## src/rtl/sw_cmd_scheduler.sv

```systemverilog
// rtl/sw_cmd_scheduler.sv - command front-end merging buttons and UART commands for the stopwatch
//
// Purpose:
//   Turns debounced button pulses and ASCII UART commands into single-cycle
//   run/stop and clear pulses for the stopwatch control unit, owns the
//   watch/stopwatch mode bit, and optionally acknowledges each UART command
//   with one byte pushed into the TX FIFO.
//
// Parameters:
//   ACK_EN    1: push one ack byte per UART command, 0: no TX traffic
//   BTN_PRIO  1: a pending button beats a waiting RX byte in IDLE, 0: RX first
//
// Ports:
//   clk            in   1  system clock
//   rst            in   1  synchronous active-high reset
//   i_btn_runstop  in   1  debounced run/stop button pulse
//   i_btn_clear    in   1  debounced clear button pulse
//   i_btn_mode     in   1  debounced mode button pulse (toggles o_mode)
//   i_rx_empty     in   1  RX FIFO empty; i_rx_data valid while low
//   i_rx_data      in   8  RX FIFO head byte (first-word-fall-through)
//   o_rx_pop       out  1  RX FIFO pop, one cycle per command
//   i_tx_full      in   1  TX FIFO full
//   o_tx_push      out  1  TX FIFO push
//   o_tx_data      out  8  ack byte
//   o_runstop      out  1  run/stop pulse to stopwatch control unit
//   o_clear        out  1  clear pulse to stopwatch control unit
//   o_mode         out  1  0 = watch, 1 = stopwatch
//   o_cmd_err      out  1  pulse on a rejected UART command

module sw_cmd_scheduler #(
   parameter bit ACK_EN   = 1'b1,
   parameter bit BTN_PRIO = 1'b1
) (
   input  logic       clk,
   input  logic       rst,
   input  logic       i_btn_runstop,
   input  logic       i_btn_clear,
   input  logic       i_btn_mode,
   input  logic       i_rx_empty,
   input  logic [7:0] i_rx_data,
   output logic       o_rx_pop,
   input  logic       i_tx_full,
   output logic       o_tx_push,
   output logic [7:0] o_tx_data,
   output logic       o_runstop,
   output logic       o_clear,
   output logic       o_mode,
   output logic       o_cmd_err
);

   typedef enum logic [1:0] {
      S_IDLE  = 2'd0,
      S_FETCH = 2'd1,
      S_EXEC  = 2'd2,
      S_ACK   = 2'd3
   } state_t;

   localparam logic [7:0] ACK_ERR = 8'h3F;   // '?'
   localparam logic [7:0] ACK_RUN = 8'h52;   // 'R'
   localparam logic [7:0] ACK_CLR = 8'h43;   // 'C'
   localparam logic [7:0] ACK_MOD = 8'h4D;   // 'M'

   state_t     r_state;
   state_t     w_state_nxt;

   logic       r_pend_run;
   logic       r_pend_clr;
   logic       r_pend_mode;
   logic [7:0] r_cmd;
   logic       r_runstop;
   logic       r_clear;
   logic       r_cmd_err;
   logic       r_mode;
   logic [7:0] r_tx_data;

   logic       w_btn_any;
   logic       w_issue_btn;
   logic       w_go_fetch;
   logic       w_iss_clr;
   logic       w_iss_run;
   logic       w_iss_mode;
   logic       w_cmd_r;
   logic       w_cmd_c;
   logic       w_cmd_m;

   // Case-insensitive command decode of the latched byte
   assign w_cmd_r = (r_cmd == 8'h52) || (r_cmd == 8'h72);
   assign w_cmd_c = (r_cmd == 8'h43) || (r_cmd == 8'h63);
   assign w_cmd_m = (r_cmd == 8'h4D) || (r_cmd == 8'h6D);

   // State register
   always_ff @(posedge clk) begin
      if (rst) begin
         r_state <= S_IDLE;
      end else begin
         r_state <= w_state_nxt;
      end
   end

   // Next-state logic
   always_comb begin
      w_state_nxt = r_state;
      case (r_state)
         S_IDLE:  if (w_go_fetch) w_state_nxt = S_FETCH;
         S_FETCH: w_state_nxt = S_EXEC;
         S_EXEC:  w_state_nxt = ACK_EN ? S_ACK : S_IDLE;
         S_ACK:   if (!i_tx_full) w_state_nxt = S_IDLE;
         default: w_state_nxt = S_IDLE;
      endcase
   end

   // Output / arbitration logic
   always_comb begin
      w_btn_any   = r_pend_clr | r_pend_run | r_pend_mode;
      // In IDLE a button wins unless RX has priority and a byte is waiting
      w_issue_btn = (r_state == S_IDLE) && w_btn_any && (BTN_PRIO || i_rx_empty);
      w_go_fetch  = (r_state == S_IDLE) && !i_rx_empty && (!BTN_PRIO || !w_btn_any);
      // One button per cycle: clear > runstop > mode
      w_iss_clr   = w_issue_btn && r_pend_clr;
      w_iss_run   = w_issue_btn && !r_pend_clr && r_pend_run;
      w_iss_mode  = w_issue_btn && !r_pend_clr && !r_pend_run && r_pend_mode;
      o_rx_pop    = (r_state == S_FETCH);
      o_tx_push   = (r_state == S_ACK) && !i_tx_full;
   end

   // Pending flags, command latch and registered output pulses
   always_ff @(posedge clk) begin
      if (rst) begin
         r_pend_run  <= 1'b0;
         r_pend_clr  <= 1'b0;
         r_pend_mode <= 1'b0;
         r_cmd       <= 8'h00;
         r_runstop   <= 1'b0;
         r_clear     <= 1'b0;
         r_cmd_err   <= 1'b0;
         r_mode      <= 1'b0;
         r_tx_data   <= 8'h00;
      end else begin
         r_runstop <= 1'b0;
         r_clear   <= 1'b0;
         r_cmd_err <= 1'b0;

         // A new press on the issuing edge re-arms the flag so it is not lost
         r_pend_clr  <= i_btn_clear   | (r_pend_clr  & ~w_iss_clr);
         r_pend_run  <= i_btn_runstop | (r_pend_run  & ~w_iss_run);
         r_pend_mode <= i_btn_mode    | (r_pend_mode & ~w_iss_mode);

         if (r_state == S_FETCH) begin
            r_cmd <= i_rx_data;
         end

         if (w_iss_clr) begin
            // Dropped silently in watch mode
            r_clear <= r_mode;
         end else if (w_iss_run) begin
            r_runstop <= r_mode;
         end else if (w_iss_mode) begin
            r_mode <= ~r_mode;
         end else if (r_state == S_EXEC) begin
            if (w_cmd_m) begin
               r_mode    <= ~r_mode;
               r_tx_data <= ACK_MOD;
            end else if (w_cmd_r && r_mode) begin
               r_runstop <= 1'b1;
               r_tx_data <= ACK_RUN;
            end else if (w_cmd_c && r_mode) begin
               r_clear   <= 1'b1;
               r_tx_data <= ACK_CLR;
            end else begin
               r_cmd_err <= 1'b1;
               r_tx_data <= ACK_ERR;
            end
         end
      end
   end

   assign o_runstop = r_runstop;
   assign o_clear   = r_clear;
   assign o_cmd_err = r_cmd_err;
   assign o_mode    = r_mode;
   assign o_tx_data = r_tx_data;

endmodule
```

## config.mk

```make
export PLATFORM = sky130hd
export DESIGN_NAME = sw_cmd_scheduler
export DESIGN_NICKNAME = d
export VERILOG_FILES = /design/src/rtl/sw_cmd_scheduler.sv
export SDC_FILE = /design/constraint.sdc
export NUM_CORES = 1
export LEC_CHECK = 0
export BUFFER_PORTS_ARGS = -buffer_cell sky130_fd_sc_hd__buf_2
export CAP_MARGIN = 20
export CORE_MARGIN = 4
export CORE_UTILIZATION = 54
export CTS_CLUSTER_DIAMETER = 100
export DETAILED_ROUTE_END_ITERATION = 6
export PLACE_DENSITY = 0.89
export SYNTH_ARGS = -nofsm -noshare
export SYNTH_HDL_FRONTEND = slang
export SYNTH_SLANG_ARGS = --single-unit
```

## constraint.sdc

```tcl
create_clock -name clk -period 3.4 [get_ports clk]
set_input_delay 0.85 -clock clk [delete_from_list [all_inputs] [get_ports clk]]
set_output_delay 0.85 -clock clk [all_outputs]
set_load 0.01 [all_outputs]
```

==> impl_metrics.toml <==
[clock_tree]
cts_made_buffers = 3
cts_tree = "yes"
clockRootBuffer = "clkbuf_4"
h-tree-depth = 1
clk_pin_slew_ns = 0.12
cts_setup_buffers = 0
cts_sinks = 22
clock_path_buffers = 2
cts_resized = 0
cts_hold_buffers = 0
clock_latency_ns = 0.31

[critical_path]
critPathMaxStageDelay_ns = 0.45
crit_arrival_ns = 1.46
critical-path-slowest-cell = "ha_1"
startpoint_type = "register"
crit_chain = "inv_1, ha_1, buf_2"
critPathBufInv = 2
cp-end-kind = "output pin"
path_max_fanout = 8
crit_required_ns = 2.55
cpLargestDelayFamily = "adder cells"
r2r_slack_ns = 1.90
critPathKind = "reg -> out"

[logic_synthesis]
synth_seq_cells = 22
async_reset_ff_share_pct = 0
synth_seq_area_share_pct = 41.3
synthCells = 113
syn_avg_cell_area_um2 = 9.43
synth_cell_type_count = 36
synth_edf_count = 0
synth_fp_nets = 133
synth.cell_area_um2 = 1070
ys_warn_count = 0
synth_top_flop_cell = "dfxtp_1"

[die]
rows = 15
coreArea_um2 = 1800
fp.dieW_um = 52.4
die_area_um2 = 2750
ioPinCount = 29
fp.dieH_um = 52.4
start_util_pct = 59.2

[detailed_routing]
vias = 911
post-route-drc-count = 0
dr.pass1.iters = 4
ant_nets = 0
routed_wl_um = 2280
drt_iter0_drc = 12
wl_per_cell_um = 14.1
viasPerCell = 5.62

[placed_design]
port-buffer-count = 26
place.gp.congestion = 0.779
post-place-ws_ns = 1.38
dp_cells = 158
hpwl_um = 1800

[pwr]
cellLeakagePower_uw = 0.000550
power.density_nw_per_um2 = 778
vdd_drop_max_v = 0.000432
total_power_uw = 959

[sta]
maxClockFrequency_mhz = 433
setup_ws_ns = 1.09
period_share_pct = 68.0
hold_violations = 0
setup_viol = 0
rsz0062_at_grt = "no"
tns_ns = 0
fin_skew_ns = 0.00462
maxSlewViolCount = 0
finalCriticalPeriod_ns = 2.31

[global_routing]
grt_pass1_wl_um = 3930
antenna_found_initial = 0
grt_pass1_vias = 930
grt_max_degree = 21
grtUsageTotal_pct = 19.1
gr-total-overflow = 0

[layout]
seq_area_um2 = 440
instances_no_fill = 162
antennaDiodeCount = 0
area_growth_pct = 15.6
num-nets-final = 158
fillCellCount = 159
drive_gt1_share_pct = 26.3
multi_input_comb_area_um2 = 568

[job]
cap_violations = 0

[outcome]
status = "completed"

[worst_hold_path]
hp-class = "reg -> reg"
stage by stage:
| stage | cell area [um2] | utilization [%] | hold WS (ns) |
|---|---|---|---|
| after CTS | 1230 | 68.4 | 0.486 |
| after global routing | 1230 | 68.4 | 0.509 |
| after detailed placement | 1200 | 66.4 | 0.465 |
| after floorplan | 1070 | - | 0.471 |
| final | 1230 | 68.4 | 0.488 |
| after global placement | 1200 | 66.4 | 0.468 |
tightest hold or removal path, cell delays in order, from the launching register on:
cell	delay [ns]
dfxtp_1	0.33
nor2_1	0.08
nor3_1	0.05
Yosys cell counts, types with 2 or more instances:
cell	number	area [um2]
buf_4	2	15.0
nor2b_1	3	18.8
and4bb_2	2	25.0
inv_1	7	26.3
nor3_1	3	15.0
nor2_1	15	56.3
clkbuf_1	2	7.51
nand2_1	4	15.0
nand4_1	2	12.5
nand4bb_1	2	22.5
ha_1	5	62.6
nand4b_1	2	17.5
nand2b_1	3	18.8
dfxtp_1	22	440
a21oi_1	5	25.0
a311oi_1	2	17.5
mux2i_1	8	80.1
o2111ai_1	2	17.5
o21ai_0	4	20.0
nand3b_1	2	15.0
area by class of cell:
type | count | area share [%]
Timing Repair Buffer | 26 | 10.6
Tap cell | 25 | 2.54
Clock buffer | 4 | 2.94
Inverter | 7 | 2.13
Multi-Input combinational cell | 78 | 46.1
Sequential cell | 22 | 35.7
layout by cell type (no fill, tap or decap), types with 2 or more instances in the layout:
master,instances
nand3b_1,2
nand2b_1,3
nor2b_1,3
o2111ai_1,2
buf_2,26
nand4bb_1,2
inv_1,7
a311oi_1,2
nor3_1,3
a21oi_1,5
nand4b_1,2
and4bb_2,2
dfxtp_1,22
o21ai_0,4
clkbuf_4,3
ha_1,5
nor2_1,15
mux2i_1,8
nand2_1,4
nand4_1,2
cell families (layout without fill, tap and decap cells):
kind of cell / Yosys count / in the layout / synth area share, %
simple gates: 40 / 40 / 21.6
mux: 8 / 8 / 7.51
flops: 22 / 22 / 41.3
fa+ha+maj: 5 / 5 / 5.87
compound gates: 23 / 23 / 17.1
other cells: 1 / 1 / 0.352
xor+xnor: 1 / 1 / 0.822
buf+inv: 13 / 37 / 5.40
state kept, by name, indices dropped and copies added (netlist names):
name / cells
o_mode: 1
r_pend_mode: 1
r_state: 2
o_runstop: 1
o_clear: 1
r_pend_clr: 1
o_tx_data: 6
r_cmd: 7
r_pend_run: 1
o_cmd_err: 1
report_power, final:
group,internal [uW],leakage (uW),switching (uW)
clock network,65.5,0.0000210,80.0
registers,330,0.000180,63.2
logic,191,0.000349,229
routing by layer:
layer	vias up	part of all wire, %	track usage [%]
met5	-	0	0
li1	450	-	-
met1	409	40	20.6
met2	40	50	32.2
met4	0	4.0	13.6
met3	12	6.4	4.56
worst paths after layout:
check | end | depth (start not counted) | start
worst max-delay path | o_rx_pop | 3 | r_state[1]$_SDFFE_PP0P_
worst min-delay path | o_tx_data[1]$_SDFFE_PP0P_ | 2 | o_tx_data[1]$_SDFFE_PP0P_
worst max register to register | o_mode$_SDFFE_PP0P_ | 5 | r_state[0]$_SDFFE_PP0P_
worst min register to register | o_tx_data[1]$_SDFFE_PP0P_ | 2 | o_tx_data[1]$_SDFFE_PP0P_
Note: power is estimated with default switching activity, not from simulation.
